$ cat config.mk
export PLATFORM = sky130hd
export DESIGN_NAME = fourier_input_writer_flat
export DESIGN_NICKNAME = d
export VERILOG_FILES = /design/src/rtl/fourier_input_writer_if.sv /design/src/rtl/fourier_input_writer.sv /design/src/flat_wrapper.sv
export SDC_FILE = /design/constraint.sdc
export NUM_CORES = 1
export LEC_CHECK = 0
export CAP_MARGIN = 30
export CELL_PAD_IN_SITES_DETAIL_PLACEMENT = 0
export CELL_PAD_IN_SITES_GLOBAL_PLACEMENT = 1
export CORE_MARGIN = 8
export CORE_UTILIZATION = 36
export CTS_BUF_LIST = sky130_fd_sc_hd__clkbuf_2 sky130_fd_sc_hd__clkbuf_4 sky130_fd_sc_hd__clkbuf_8
export DETAILED_ROUTE_END_ITERATION = 10
export GPL_ROUTABILITY_DRIVEN = 0
export HOLD_SLACK_MARGIN = 0.15
export PLACE_DENSITY_LB_ADDON = 0.3
export SLEW_MARGIN = 30
export SYNTH_ARGS = -nofsm -noshare
export SYNTH_HDL_FRONTEND = slang
export SYNTH_SLANG_ARGS = --single-unit
$ cat constraint.sdc
create_clock -name clk -period 1.8 [get_ports clk]
set_clock_uncertainty 0.15 [all_clocks]
set_input_delay 0.27 -clock clk [delete_from_list [all_inputs] [get_ports clk]]
set_output_delay 0.27 -clock clk [all_outputs]
set_load 0.05 [all_outputs]
$ cat src/rtl/fourier_input_writer_if.sv
// Sample-source, register-file write and core-control signals of the Fourier input writer.
// master = the writer block, slave = the surrounding source/core environment.
interface fourier_input_writer_if #(
  parameter int DATA_W = 17,
  parameter int ADDR_W = 5
);
  logic              in_valid;
  logic [DATA_W-1:0] in_data;
  logic              in_ready;
  logic              abort;
  logic              wr_en;
  logic [ADDR_W-1:0] wr_addr;
  logic [DATA_W-1:0] wr_data;
  logic              start;
  logic              done;
  logic              busy;
  logic [7:0]        frames_done;

  modport master (
    input  in_valid, in_data, abort, done,
    output in_ready, wr_en, wr_addr, wr_data, start, busy, frames_done
  );

  modport slave (
    output in_valid, in_data, abort, done,
    input  in_ready, wr_en, wr_addr, wr_data, start, busy, frames_done
  );
endinterface

$ cat src/rtl/fourier_input_writer.sv
// Loads SIGNAL_COUNT samples into the core register file, pulses start, waits for a done edge.
// Writes land one cycle after accept; in_ready is low outside LOAD so the source is held off.
module fourier_input_writer #(
  parameter int SIGNAL_COUNT = 10,
  parameter int DATA_W       = 17,
  parameter int ADDR_W       = 5
) (
  input logic                    clk,
  input logic                    rst_n,
  fourier_input_writer_if.master bus
);
  typedef enum logic [1:0] {IDLE, LOAD, KICK, WAIT} state_t;

  localparam logic [ADDR_W-1:0] LAST_IDX = ADDR_W'(SIGNAL_COUNT - 1);

  state_t            state_q, state_d;
  logic [ADDR_W-1:0] cnt_q, cnt_d;
  logic              done_q, done_d;
  logic              wr_en_q, wr_en_d;
  logic [ADDR_W-1:0] wr_addr_q, wr_addr_d;
  logic [DATA_W-1:0] wr_data_q, wr_data_d;
  logic              start_q, start_d;
  logic [7:0]        frames_done_q, frames_done_d;
  logic              in_ready;
  logic              accept;
  logic              done_rise;

  assign in_ready  = (state_q == LOAD);
  assign accept    = bus.in_valid & in_ready & ~bus.abort;
  assign done_rise = bus.done & ~done_q;

  always_comb begin
    state_d       = state_q;
    cnt_d         = cnt_q;
    done_d        = bus.done;
    wr_en_d       = 1'b0;
    wr_addr_d     = wr_addr_q;
    wr_data_d     = wr_data_q;
    start_d       = 1'b0;
    frames_done_d = frames_done_q;
    case (state_q)
      IDLE: state_d = LOAD;
      LOAD: begin
        if (bus.abort) begin
          cnt_d = '0;
        end else if (accept) begin
          wr_en_d   = 1'b1;
          wr_addr_d = cnt_q;
          wr_data_d = bus.in_data;
          if (cnt_q == LAST_IDX) begin
            cnt_d   = '0;
            state_d = KICK;
          end else begin
            cnt_d = cnt_q + 1'b1;
          end
        end
      end
      // The last sample's write is on the bus during this cycle, so start follows it.
      KICK: begin
        start_d = ~bus.abort;
        state_d = bus.abort ? LOAD : WAIT;
      end
      WAIT: begin
        if (bus.abort) begin
          state_d = LOAD;
        end else if (done_rise) begin
          frames_done_d = frames_done_q + 8'd1;
          state_d       = LOAD;
        end
      end
      default: state_d = IDLE;
    endcase
  end

  always_ff @(posedge clk or negedge rst_n) begin
    if (!rst_n) begin
      state_q       <= IDLE;
      cnt_q         <= '0;
      done_q        <= 1'b0;
      wr_en_q       <= 1'b0;
      wr_addr_q     <= '0;
      wr_data_q     <= '0;
      start_q       <= 1'b0;
      frames_done_q <= 8'd0;
    end else begin
      state_q       <= state_d;
      cnt_q         <= cnt_d;
      done_q        <= done_d;
      wr_en_q       <= wr_en_d;
      wr_addr_q     <= wr_addr_d;
      wr_data_q     <= wr_data_d;
      start_q       <= start_d;
      frames_done_q <= frames_done_d;
    end
  end

  assign bus.in_ready    = in_ready;
  assign bus.wr_en       = wr_en_q;
  assign bus.wr_addr     = wr_addr_q;
  assign bus.wr_data     = wr_data_q;
  assign bus.start       = start_q;
  assign bus.frames_done = frames_done_q;
  assign bus.busy        = (state_q == KICK) || (state_q == WAIT) ||
                           ((state_q == LOAD) && (cnt_q != '0));
endmodule

$ cat src/flat_wrapper.sv
// flat-port wrapper written by rule: the top's interface ports become plain ports
module fourier_input_writer_flat 
#(
  parameter int SIGNAL_COUNT = 10,
  parameter int DATA_W       = 17,
  parameter int ADDR_W       = 5
)
  (clk, rst_n, bus_in_valid, bus_in_data, bus_abort, bus_done, bus_in_ready, bus_wr_en, bus_wr_addr, bus_wr_data, bus_start, bus_busy, bus_frames_done);
  fourier_input_writer_if #(.DATA_W(DATA_W), .ADDR_W(ADDR_W)) bus_i ();
  input logic clk;
  input logic rst_n;
  input wire logic [$bits(bus_i.in_valid)-1:0] bus_in_valid;
  input wire logic [$bits(bus_i.in_data)-1:0] bus_in_data;
  input wire logic [$bits(bus_i.abort)-1:0] bus_abort;
  input wire logic [$bits(bus_i.done)-1:0] bus_done;
  output wire logic [$bits(bus_i.in_ready)-1:0] bus_in_ready;
  output wire logic [$bits(bus_i.wr_en)-1:0] bus_wr_en;
  output wire logic [$bits(bus_i.wr_addr)-1:0] bus_wr_addr;
  output wire logic [$bits(bus_i.wr_data)-1:0] bus_wr_data;
  output wire logic [$bits(bus_i.start)-1:0] bus_start;
  output wire logic [$bits(bus_i.busy)-1:0] bus_busy;
  output wire logic [$bits(bus_i.frames_done)-1:0] bus_frames_done;
  assign bus_i.in_valid = bus_in_valid;
  assign bus_i.in_data = bus_in_data;
  assign bus_i.abort = bus_abort;
  assign bus_i.done = bus_done;
  assign bus_in_ready = bus_i.in_ready;
  assign bus_wr_en = bus_i.wr_en;
  assign bus_wr_addr = bus_i.wr_addr;
  assign bus_wr_data = bus_i.wr_data;
  assign bus_start = bus_i.start;
  assign bus_busy = bus_i.busy;
  assign bus_frames_done = bus_i.frames_done;
  fourier_input_writer #(.SIGNAL_COUNT(SIGNAL_COUNT), .DATA_W(DATA_W), .ADDR_W(ADDR_W)) u_core (.clk(clk), .rst_n(rst_n), .bus(bus_i));
endmodule
; Word-level counts from Yosys, hierarchy flattened
; Cells that the tools add are included.
[totals]
ff_bits = 40
in_bits = 22
out_inout_bits = 34
elab_cells = 47
[op_classes]
add_sub_neg = 2
eq_ne = 8
n_mux = 14
n_bitwise = 5
n_reduce_logical = 10
[op_table]
columns = operator, n
row1 = $mux 5, 3
row2 = $mux 2, 6
row3 = $add 8x1->8 const B, 1
row4 = $pmux 2 s4, 1
row5 = $ne 2x2->1 const B, 3
row6 = $reduce_and 3->1, 2
row7 = $add 5x1->5 const B, 1
row8 = $eq 5x4->1 const B, 1
row9 = $reduce_bool 5->1, 1
row10 = $eq 2x2->1 const B, 2
row11 = $mux 1, 4
row12 = $reduce_and 4->1, 1
row13 = $and 1x1->1, 3
row14 = $ne 3x2->1 const B, 1
row15 = $eq 2x1->1 const B, 1
row16 = $logic_not 2->1, 1
row17 = $logic_or 1x1->1, 2
row18 = $not 1->1, 2
row19 = $reduce_and 2->1, 1
row20 = $reduce_bool 2->1, 1
row21 = $logic_and 1x1->1, 1

; Logic depth before layout (Yosys ltp)
; Gate-level depths: netlist (run 1).
[logic_depth]
word_depth = 6
mapped_depth = 7

; Worst setup path after synthesis (run 1)
; Ideal clock, no wire load.
[synth_timing]
path_type = register -> output
startpoint = register u_core.state_q[1]
endpoint = output bus_busy
arrival_time_ps = 1731
setup_slack_ps = -351
stages_incl_launch_ff = 5
cell_sequence = dfrtp_1 > inv_1 > ha_1 > buf_2 > a211o_1
[synth_via]
elab_chain_cells = 3
[synth_lines]
columns = element, line_no
row1 = from (decl), fourier_input_writer.sv:16  ; state_t state_q, state_d;
row2 = from (signal assigned), fourier_input_writer.sv:86  ; state_q <= state_d;
row3 = $eq 2x1->1, -
row4 = via bus_in_ready, flat_wrapper.sv:16  ; output wire logic [$bits(bus_i.in_ready)-1:0] bus_in_ready;
row5 = $logic_and 1x1->1, fourier_input_writer.sv:104  ; ((state_q == LOAD) && (cnt_q != '0));
row6 = $logic_or 1x1->1, fourier_input_writer.sv:103  ; assign bus.busy = (state_q == KICK) || (state_q == WAIT) ||
row7 = to (decl), flat_wrapper.sv:21  ; output wire logic [$bits(bus_i.busy)-1:0] bus_busy;
; The timed path passes the listed nets, and every way through them passes these cells.

; Final worst setup path (run 1)
[layout_timing]
startpoint = register u_core.state_q[0]
endpoint = output bus_busy
[layout_via]
elab_chain_cells = 3
[layout_lines]
columns = element, line_no
row1 = $eq 2x2->1 or $eq 2x1->1 (tied branches), "fourier_input_writer.sv:103, fourier_input_writer.sv:104"
row2 = $logic_or 1x1->1 or $logic_and 1x1->1 (tied branches), "fourier_input_writer.sv:103, fourier_input_writer.sv:104"
row3 = $logic_or 1x1->1 *, fourier_input_writer.sv:103
; Every way passes the cells marked *; elsewhere a longest branch is shown, timed or not.

==> flow_summary_export.csv, run 1 <==
group,metric,value,unit
status,status,"complete, but fails checks",
status,violations,"setup timing",
synth,synth.ff_latch_count,40,
cells_and_area,multi_input_comb_area,813,um2
power_and_ir_drop,power.density,1840,nW/um2
cells_and_area,finalNetCount,285,
timing,min_period,1.85,ns
floorplan,start_util,0.377,
drt,via_per_inst,4.56,
synth,seq_area_frac_synth,0.555,
grt,grt_util_met3,0.0406,
timing,setup_viol,1,
cells_and_area,final_cell_mix,"62 x nand2_1, 50 x buf_4, 38 x dfrtp_1",
grt,grt_pass1_wl,7110,um
timing,slew_headroom,0.657,
cells_and_area,area_growth,46.9,%
cts,cts_tree,"built",
cts,cts-root-buf,"clkbuf_8",
hold_path,hold_path.class,"reg -> reg",
drt,vias,1472,
power_and_ir_drop,p_leak,1.31,nW
timing,worstMarginPinSlew,0.514,ns
timing,final-max-slew-violation-count,0,
cts,htree_levels,2,
drt,firstDrtPassIters,4,
grt,grtUsageTotal,0.118,
grt,grt_pass1_vias,1488,
placed_design,port_buffers,55,
cells_and_area,final_common_cell,"nand2_1",
synth,syn_nets,210,
synth,ys_types,37,
worst_setup_path,cp-start-kind,"flop",
grt,overflow,0,
grt,grt_max_degree,41,
timing,fin_ws,-0.0493,ns
floorplan,dieArea,7530,um2
flow_run,drv_cap,0,
drt,wire_per_inst,13.1,um
floorplan,num_rows,25,
placed_design,placedCellCount,308,
timing,rsz0062_at_grt,"yes",
cells_and_area,ff_latch_area,1000,um2
floorplan,io_pins,56,
power_and_ir_drop,power,4.87,mW
grt,met1_usage,0.143,
drt,ant_nets,0,
cells_and_area,nFillCells,451,
timing,post-route-period-util,1.03,
placed_design,dp.final_hpwl,3100,um
cells_and_area,stdcell_count,323,
cells_and_area,final_util,0.553,
floorplan,dieWidth,86.8,um
cts,cts.sinks,40,
synth,syn_area_per_cell,10.0,um2
worst_setup_path,worstSetupEndpointType,"primary output",
worst_setup_path,crit_fanout,4,
power_and_ir_drop,vdd_ir_drop_max,0.00102,V
cts,cts_buffers,5,
synth,synth_cells,180,
floorplan,core_region_area,4790,um2
cts,cts_buffer_depth,2,
grt,antenna_found_initial,0,
cells_and_area,layout-drive-gt1-share,0.324,
worst_setup_path,worst-setup-path-type,"reg -> out",
cells_and_area,num_antenna_cells,0,
synth,netlist_area,1800,um2
floorplan,die_height,86.8,um
timing,hold_slack,0.326,ns
worst_setup_path,cp.arrival,1.43,ns
drt,finalWirelength,4240,um
grt,met2_usage,0.189,
drt,drtIter0Drc,43,
drt,drc_errors,0,
synth,synth_warnings,0,
timing,fmax,541,MHz
cts,worst_skew_pair.late_latency,0.28,ns
worst_setup_path,crit_required,1.38,ns
grt,busiest_layer,"met2",
timing,finalHoldViolCount,0,
cts,cts.clk_slew.worst_paths,0.07,ns
logic make-up (layout without fill, tap and decap cells):
group	count (synthesis)	count (layout)	synth area share
buffers and inverters	14	90	0.0354
AO/OA/AOI/OAI	18	18	0.0652
flip-flops	40	40	0.555
adder cells (fa/ha/maj)	8	8	0.0555
XOR/XNOR	7	7	0.0340
multiplexers	3	3	0.0180
AND/OR/NAND/NOR	90	90	0.237
worst max-delay path: stages, from the launching register on:
cell and delay, ns:
dfrtp_2 0.47, ha_4 0.18, a211o_2 0.34, buf_8 0.15
layer usage:
metal	vias up	wire, um	share of wire
met3	4	280	0.066
met2	38	1970	0.47
met4	0	42	0.0099
met1	687	1940	0.46
li1	743	-	-
met5	-	0	0
synthesized netlist by cell type:
master / instances / area, um2
a32oi_1: 1 / 8.76
a21oi_1: 2 / 10.0
dfrtp_1: 40 / 1000
ha_1: 8 / 100
clkinv_1: 1 / 3.75
nand3_4: 1 / 17.5
mux2_2: 2 / 22.5
o21ai_0: 6 / 30.0
a211o_1: 1 / 8.76
a21bo_2: 1 / 10.0
mux2i_1: 1 / 10.0
nor2_1: 4 / 15.0
nor2b_1: 2 / 12.5
and4bb_4: 1 / 16.3
nand2b_1: 3 / 18.8
o41ai_1: 1 / 8.76
xnor2_1: 3 / 26.3
nand2_1: 62 / 233
xor2_1: 4 / 35.0
clkbuf_1: 2 / 7.51
nand3_2: 1 / 10.0
nand4bb_1: 1 / 11.3
buf_6: 1 / 11.3
inv_1: 7 / 26.3
nand4b_1: 1 / 8.76
o22a_1: 1 / 8.76
nand3b_1: 1 / 7.51
buf_2: 3 / 15.0
o31ai_1: 1 / 7.51
and3_1: 1 / 6.26
nor3_2: 1 / 10.0
nor3b_1: 1 / 7.51
nand4_1: 2 / 12.5
nand3_1: 7 / 35.0
o22ai_1: 3 / 18.8
nor3_1: 1 / 5.00
a31oi_1: 1 / 6.26
timing repair:
action | 4_1_cts | 5_1_grt
gates resized for setup | 11 | 7
endpoints found under the hold margin | 40 | 0
buffers inserted | 5 | 1
pin swaps | 2 | 1
hold buffers | 1 | 0
setup endpoints to repair | 1 | 5
area by class of cell:
cell class                 count  area share
timing repair buffer          74       0.236
tap                           67      0.0316
clock inverter                 2     0.00378
multi-input combinational    126       0.307
clock buffer                   6      0.0312
inverter                       8      0.0113
sequential                    40       0.379
stage by stage:
stage / instance area [um2] / TNS [ns] / setup WS (ns)
CTS: 2600 / -0.0559 / -0.0559
global route: 2650 / -0.118 / -0.0938
detailed placement: 2430 / -0.0197 / -0.0197
floorplan: 1820 / 0 / 0.0968
finish: 2650 / -0.0493 / -0.0493
global placement: 2430 / 0 / 0.0268
state kept, by name (all words and copies together) (netlist names):
register                flops
u_core.bus.wr_en            1
u_core.bus.wr_data         17
u_core.cnt_q                5
u_core.state_q              2
u_core.bus.start            1
u_core.bus.wr_addr          5
u_core.bus.frames_done      8
u_core.done_q               1
path summary, 6_finish.rpt:
| kind | startpoint | endpoint | slack (ns) | depth (start not counted) |
|---|---|---|---|---|
| hold reg to reg | u_core.bus.wr_data[10] | u_core.bus.wr_data[10] | 0.33 | 2 |
| min in group asynchronous | rst_n | u_core.bus.frames_done[4] | 0.42 | 3 |
| setup / recovery | u_core.state_q[0] | bus_busy | -0.05 | 3 |
| max in group asynchronous | rst_n | u_core.state_q[1] | 0.70 | 3 |
| setup reg to reg | u_core.cnt_q[1] | u_core.cnt_q[3] | 0.12 | 7 |
| hold / removal | u_core.bus.wr_data[10] | u_core.bus.wr_data[10] | 0.33 | 2 |
power breakdown:
group	internal, mW	total [mW]	leakage (nW)	switching [mW]
Clock	0.306	0.600	0.0510	0.295
Combinational	0.989	2.82	0.739	1.83
Sequential	1.23	1.45	0.518	0.220
Total	2.53	4.87	1.31	2.35
Power figures use the tool's default switching activity.
==> run 2, diff against run 1 <==
Settings changed: ABC_CLOCK_PERIOD_IN_PS set to 1800, CORE_ASPECT_RATIO set to 1.5.
==> flow_summary_export.csv, run 2 (synthesis results as in run 1) <==
group,metric,value,unit
cts,cts.clk_slew.worst_paths,0.07,ns
floorplan,io_pins,56,
status,violations,"setup timing",
power_and_ir_drop,pwr-share-comb,0.584,
cells_and_area,area_growth,48.2,%
floorplan,core_region_area,4850,um2
floorplan,dieArea,7580,um2
cts,cts.sinks,40,
grt,grt_pass1_vias,1563,
cells_and_area,final_common_cell,"nand2_1",
worst_setup_path,crit_required,1.38,ns
grt,grtUsageTotal,0.127,
drt,drt-met1-wl,1850,um
drt,firstDrtPassIters,4,
timing,slew_headroom,0.647,
drt,via_per_inst,4.68,
cells_and_area,layout-drive-gt1-share,0.331,
timing,fmax,541,MHz
cells_and_area,nFillCells,459,
power_and_ir_drop,intPower,2.63,mW
power_and_ir_drop,clock_power_share,0.126,
grt,grt_pass1_wl,7560,um
timing,post-route-period-util,1.03,
drt,highest_layer,"met4",
power_and_ir_drop,sw_frac_of_total,0.473,
floorplan,num_rows,31,
drt,wire_per_inst,13.7,um
worst_setup_path,worst-setup-path-type,"reg -> out",
timing,finalHoldViolCount,0,
hold_path,hold_path.class,"reg -> reg",
worst_setup_path,cp_slowest_stage_delay,0.39,ns
worst_setup_path,path_cells,"inv_2 -> ha_4 -> nand3_2 -> a211o_4 -> buf_8",
hold_path,min-delay-start,"u_core.bus.frames_done[7]",
placed_design,port_buffers,55,
cts,cts_tree,"built",
power_and_ir_drop,pwr-share-seq,0.290,
timing,fin_ws,-0.0480,ns
cts,worst_skew_pair.late_latency,0.28,ns
power_and_ir_drop,vdd_ir_drop_max,0.00165,V
floorplan,dieWidth,73.8,um
grt,antenna_found_initial,0,
drt,dr_wl_met3,245,um
drt,finalWirelength,4430,um
worst_setup_path,worst-path-buf-inv,2,
worst_setup_path,cp.arrival,1.43,ns
drt,ant_nets,0,
status,status,"complete, but fails checks",
grt,grt_max_degree,41,
worst_setup_path,cp_top_family,"flip-flops",
cells_and_area,largest_register_ffs,17,
placed_design,dp.final_hpwl,3230,um
timing,rsz0062_at_grt,"yes",
drt,drc_errors,0,
power_and_ir_drop,p_leak,1.33,nW
drt,drtIter0Drc,52,
floorplan,start_util,0.372,
cells_and_area,final_util,0.551,
cts,cts-root-buf,"clkbuf_8",
cells_and_area,finalNetCount,286,
power_and_ir_drop,power.density,1870,nW/um2
timing,min_period,1.85,ns
worst_setup_path,cp-startpoint,"u_core.cnt_q[1]",
cts,htree_levels,2,
grt,overflow,0,
timing,worstMarginPinSlew,0.529,ns
power_and_ir_drop,switchingPower,2.36,mW
flow_run,drv_cap,0,
worst_setup_path,worstSetupEndpointType,"primary output",
timing,setup_tns,-0.0480,ns
worst_setup_path,crit_fanout,2,
cts,cts_buffer_depth,2,
worst_setup_path,cp_slowest_cell,"dfrtp_1",
drt,met2_length,2260,um
floorplan,die_height,103,um
cells_and_area,num_antenna_cells,0,
cells_and_area,final_cell_mix,"61 x nand2_1, 49 x buf_4, 38 x dfrtp_1",
worst_setup_path,regToRegStartpoint,"u_core.state_q[1]",
cts,cts_buffers,5,
timing,final-max-slew-violation-count,0,
timing,setup_viol,1,
worst_setup_path,cp-start-kind,"flop",
drt,vias,1513,
-- run 2: cell count changes in the layout (fill, tap and decap cells not counted), sizes merged --
cell / delta
clkinv: -2
buf: +1
clkbuf: +2
-- run 2: worst paths after layout --
kind,to,slack (ns),depth (start not counted)
max reg2reg,u_core.state_q[1],0.10,6
max in group asynchronous,u_core.state_q[1],0.67,3
max,bus_busy,-0.05,5
min,u_core.bus.frames_done[7],0.33,1
min reg2reg,u_core.bus.frames_done[7],0.33,1
min in group asynchronous,u_core.bus.wr_data[8],0.43,3
-- run 2: area by class of cell --
| type | instances | area (um2) | area share |
|---|---|---|---|
| Sequential cell | 40 | 1000 | 0.375 |
| Clock buffer | 8 | 97.6 | 0.0365 |
| Tap cell | 66 | 82.6 | 0.0309 |
| Inverter | 8 | 30.0 | 0.0112 |
| Multi-Input combinational cell | 126 | 810 | 0.303 |
| Timing Repair Buffer | 75 | 649 | 0.243 |
-- run 2: timing repair --
item,CTS,global route
setup buffers,7,1
hold buffers,1,0
setup endpoints to repair,1,5
pin swaps,2,1
endpoints found under the hold margin,40,0
gates resized for setup,16,4
-- run 2: routing by layer --
metal | vias up | global-route usage
li1 | 744 | -
met5 | - | 0
met4 | 0 | 0.0417
met2 | 43 | 0.223
met1 | 717 | 0.144
met3 | 9 | 0.0341
-- run 2: metrics by stage --
stage	total power, mW	setup WS, ns	area, um2	hold WS (ns)	std cells
after floorplan	3.23	0.0968	1820	-0.176	180
after global placement	4.12	-0.0604	2430	0.215	306
after detailed placement	4.14	-0.0793	2430	0.214	306
after CTS	5.01	-0.0554	2650	0.331	322
after global routing	5.32	-0.0899	2670	0.336	323
final	4.99	-0.0480	2670	0.327	323
-- run 2: power by group through the flow --
stage | logic [mW] | registers (mW) | clock network (mW)
after floorplan | 0.809 | 2.42 | 0
after global placement | 2.67 | 1.45 | 0
after detailed placement | 2.68 | 1.46 | 0
after CTS | 2.91 | 1.45 | 0.659
after global routing | 3.12 | 1.49 | 0.699
final | 2.91 | 1.45 | 0.631
==> run 3, diff against run 2 <==
Settings changed: CORE_ASPECT_RATIO 1.5 to 0.8.
==> flow_summary_export.csv, run 3 (synthesis results as in run 1) <==
group,metric,value,unit
status,status,"complete, but fails checks",
status,violations,"setup timing",
cts,cts_buffer_depth,2,
placed_design,placedCellCount,300,
power_and_ir_drop,power.density,1870,nW/um2
floorplan,core_region_area,4920,um2
cells_and_area,nFillCells,471,
cells_and_area,final_common_cell,"nand2_1",
timing,setup_tns,-0.0634,ns
power_and_ir_drop,vdd_ir_drop_max,0.000859,V
grt,grt_max_degree,41,
drt,finalWirelength,4280,um
cells_and_area,layout-drive-gt1-share,0.308,
power_and_ir_drop,p_leak,1.30,nW
cells_and_area,area_growth,44.3,%
hold_path,hold_path.class,"reg -> reg",
drt,wire_per_inst,13.6,um
worst_setup_path,worst-setup-path-type,"reg -> out",
timing,setup_viol,1,
timing,fmax,537,MHz
worst_setup_path,crit_required,1.38,ns
cts,htree_levels,2,
cells_and_area,stdcell_count,315,
worst_setup_path,crit_fanout,3,
drt,via_per_inst,4.58,
placed_design,port_buffers,55,
cts,cts_buffers,5,
cells_and_area,final_cell_mix,"62 x nand2_1, 46 x buf_4, 39 x dfrtp_1",
timing,rsz0062_at_grt,"yes",
drt,vias,1443,
floorplan,dieWidth,95.1,um
worst_setup_path,cp.arrival,1.44,ns
cts,cts-root-buf,"clkbuf_8",
drt,drtIter0Drc,32,
floorplan,dieArea,7540,um2
grt,grt_pass1_vias,1433,
timing,hold_slack,0.325,ns
floorplan,die_height,79.3,um
grt,overflow,0,
placed_design,dp.final_hpwl,3020,um
worst_setup_path,cp-start-kind,"flop",
drt,drc_errors,0,
worst_setup_path,cp_slowest_stage_delay,0.43,ns
timing,fin_ws,-0.0634,ns
cells_and_area,largest_register_ffs,17,
cts,cts.clk_slew.worst_paths,0.08,ns
floorplan,io_pins,56,
cts,cts.sinks,40,
timing,slew_headroom,0.656,
worst_setup_path,worstSetupEndpointType,"primary output",
worst_setup_path,path_cells,"buf_6 -> ha_2 -> a211o_2 -> buf_8",
worst_setup_path,cp_top_family,"flip-flops",
drt,ant_nets,0,
cells_and_area,num_antenna_cells,0,
floorplan,num_rows,23,
worst_setup_path,worst-path-buf-inv,2,
drt,firstDrtPassIters,4,
cells_and_area,multi_input_comb_area,785,um2
cells_and_area,finalNetCount,283,
cts,worst_skew_pair.late_latency,0.29,ns
timing,worstMarginPinSlew,0.515,ns
worst_setup_path,cp_slowest_cell,"dfrtp_1",
timing,min_period,1.86,ns
grt,grt_pass1_wl,7020,um
grt,antenna_found_initial,0,
timing,final-max-slew-violation-count,0,
grt,grtUsageTotal,0.118,
floorplan,start_util,0.366,
cts,cts_tree,"built",
cells_and_area,ff_latch_area,1000,um2
timing,post-route-period-util,1.04,
flow_run,drv_cap,0,
timing,finalHoldViolCount,0,
run 3: layout make-up:
cell class | count | share of cell area
Clock buffer | 6 | 0.0293
Multi-Input combinational cell | 126 | 0.301
Tap cell | 62 | 0.0298
Inverter | 8 | 0.0115
Clock inverter | 1 | 0.00192
Sequential cell | 40 | 0.385
Timing Repair Buffer | 72 | 0.241
run 3: per-layer routing:
| metal | track usage | vias up | share of wire |
|---|---|---|---|
| li1 | - | 737 | - |
| met1 | 0.152 | 660 | 0.47 |
| met2 | 0.167 | 38 | 0.42 |
| met3 | 0.0499 | 8 | 0.096 |
| met4 | 0.0544 | 0 | 0.015 |
| met5 | 0 | - | 0 |
run 3: worst register-to-register path, cell delays in order, from the launching register on:
cell and delay, ns:
dfrtp_1 0.43, inv_2 0.11, ha_4 0.13, buf_4 0.17, nand3_2 0.15, buf_4 0.22, o31ai_1 0.25
run 3: through the flow:
| stage | worst slack, ns | util | power [mW] | instance area (um2) |
|---|---|---|---|---|
| after floorplan | 0.0968 | - | 3.23 | 1820 |
| after global placement | -0.0116 | 0.490 | 4.10 | 2410 |
| after detailed placement | -0.0333 | 0.490 | 4.11 | 2410 |
| after CTS | -0.0667 | 0.527 | 4.90 | 2590 |
| after global routing | -0.114 | 0.529 | 5.18 | 2600 |
| final | -0.0634 | 0.529 | 4.87 | 2600 |
run 3: final timing paths:
| path | slack (ns) | cells after the start | start | end |
|---|---|---|---|---|
| setup reg to reg | 0.08 | 6 | u_core.state_q[1] | u_core.cnt_q[0] |
| min in group asynchronous | 0.40 | 3 | rst_n | u_core.cnt_q[3] |
| hold / removal | 0.33 | 1 | u_core.bus.frames_done[7] | u_core.bus.frames_done[7] |
| max in group asynchronous | 0.73 | 3 | rst_n | u_core.bus.wr_addr[3] |
| hold reg to reg | 0.33 | 1 | u_core.bus.frames_done[7] | u_core.bus.frames_done[7] |
| setup / recovery | -0.06 | 4 | u_core.state_q[1] | bus_busy |
run 3: timing repair:
item                                   4_1_cts  5_1_grt
endpoints found under the hold margin       40        0
setup endpoints to repair                    1        2
hold buffers                                 1        0
resized for setup                           14        1
setup buffers                                7        0
pin swaps                                    1        0
run 3: power by group:
group	internal [mW]	switching, mW
sequential	1.23	0.215
clock	0.279	0.300
combinational	1.00	1.83
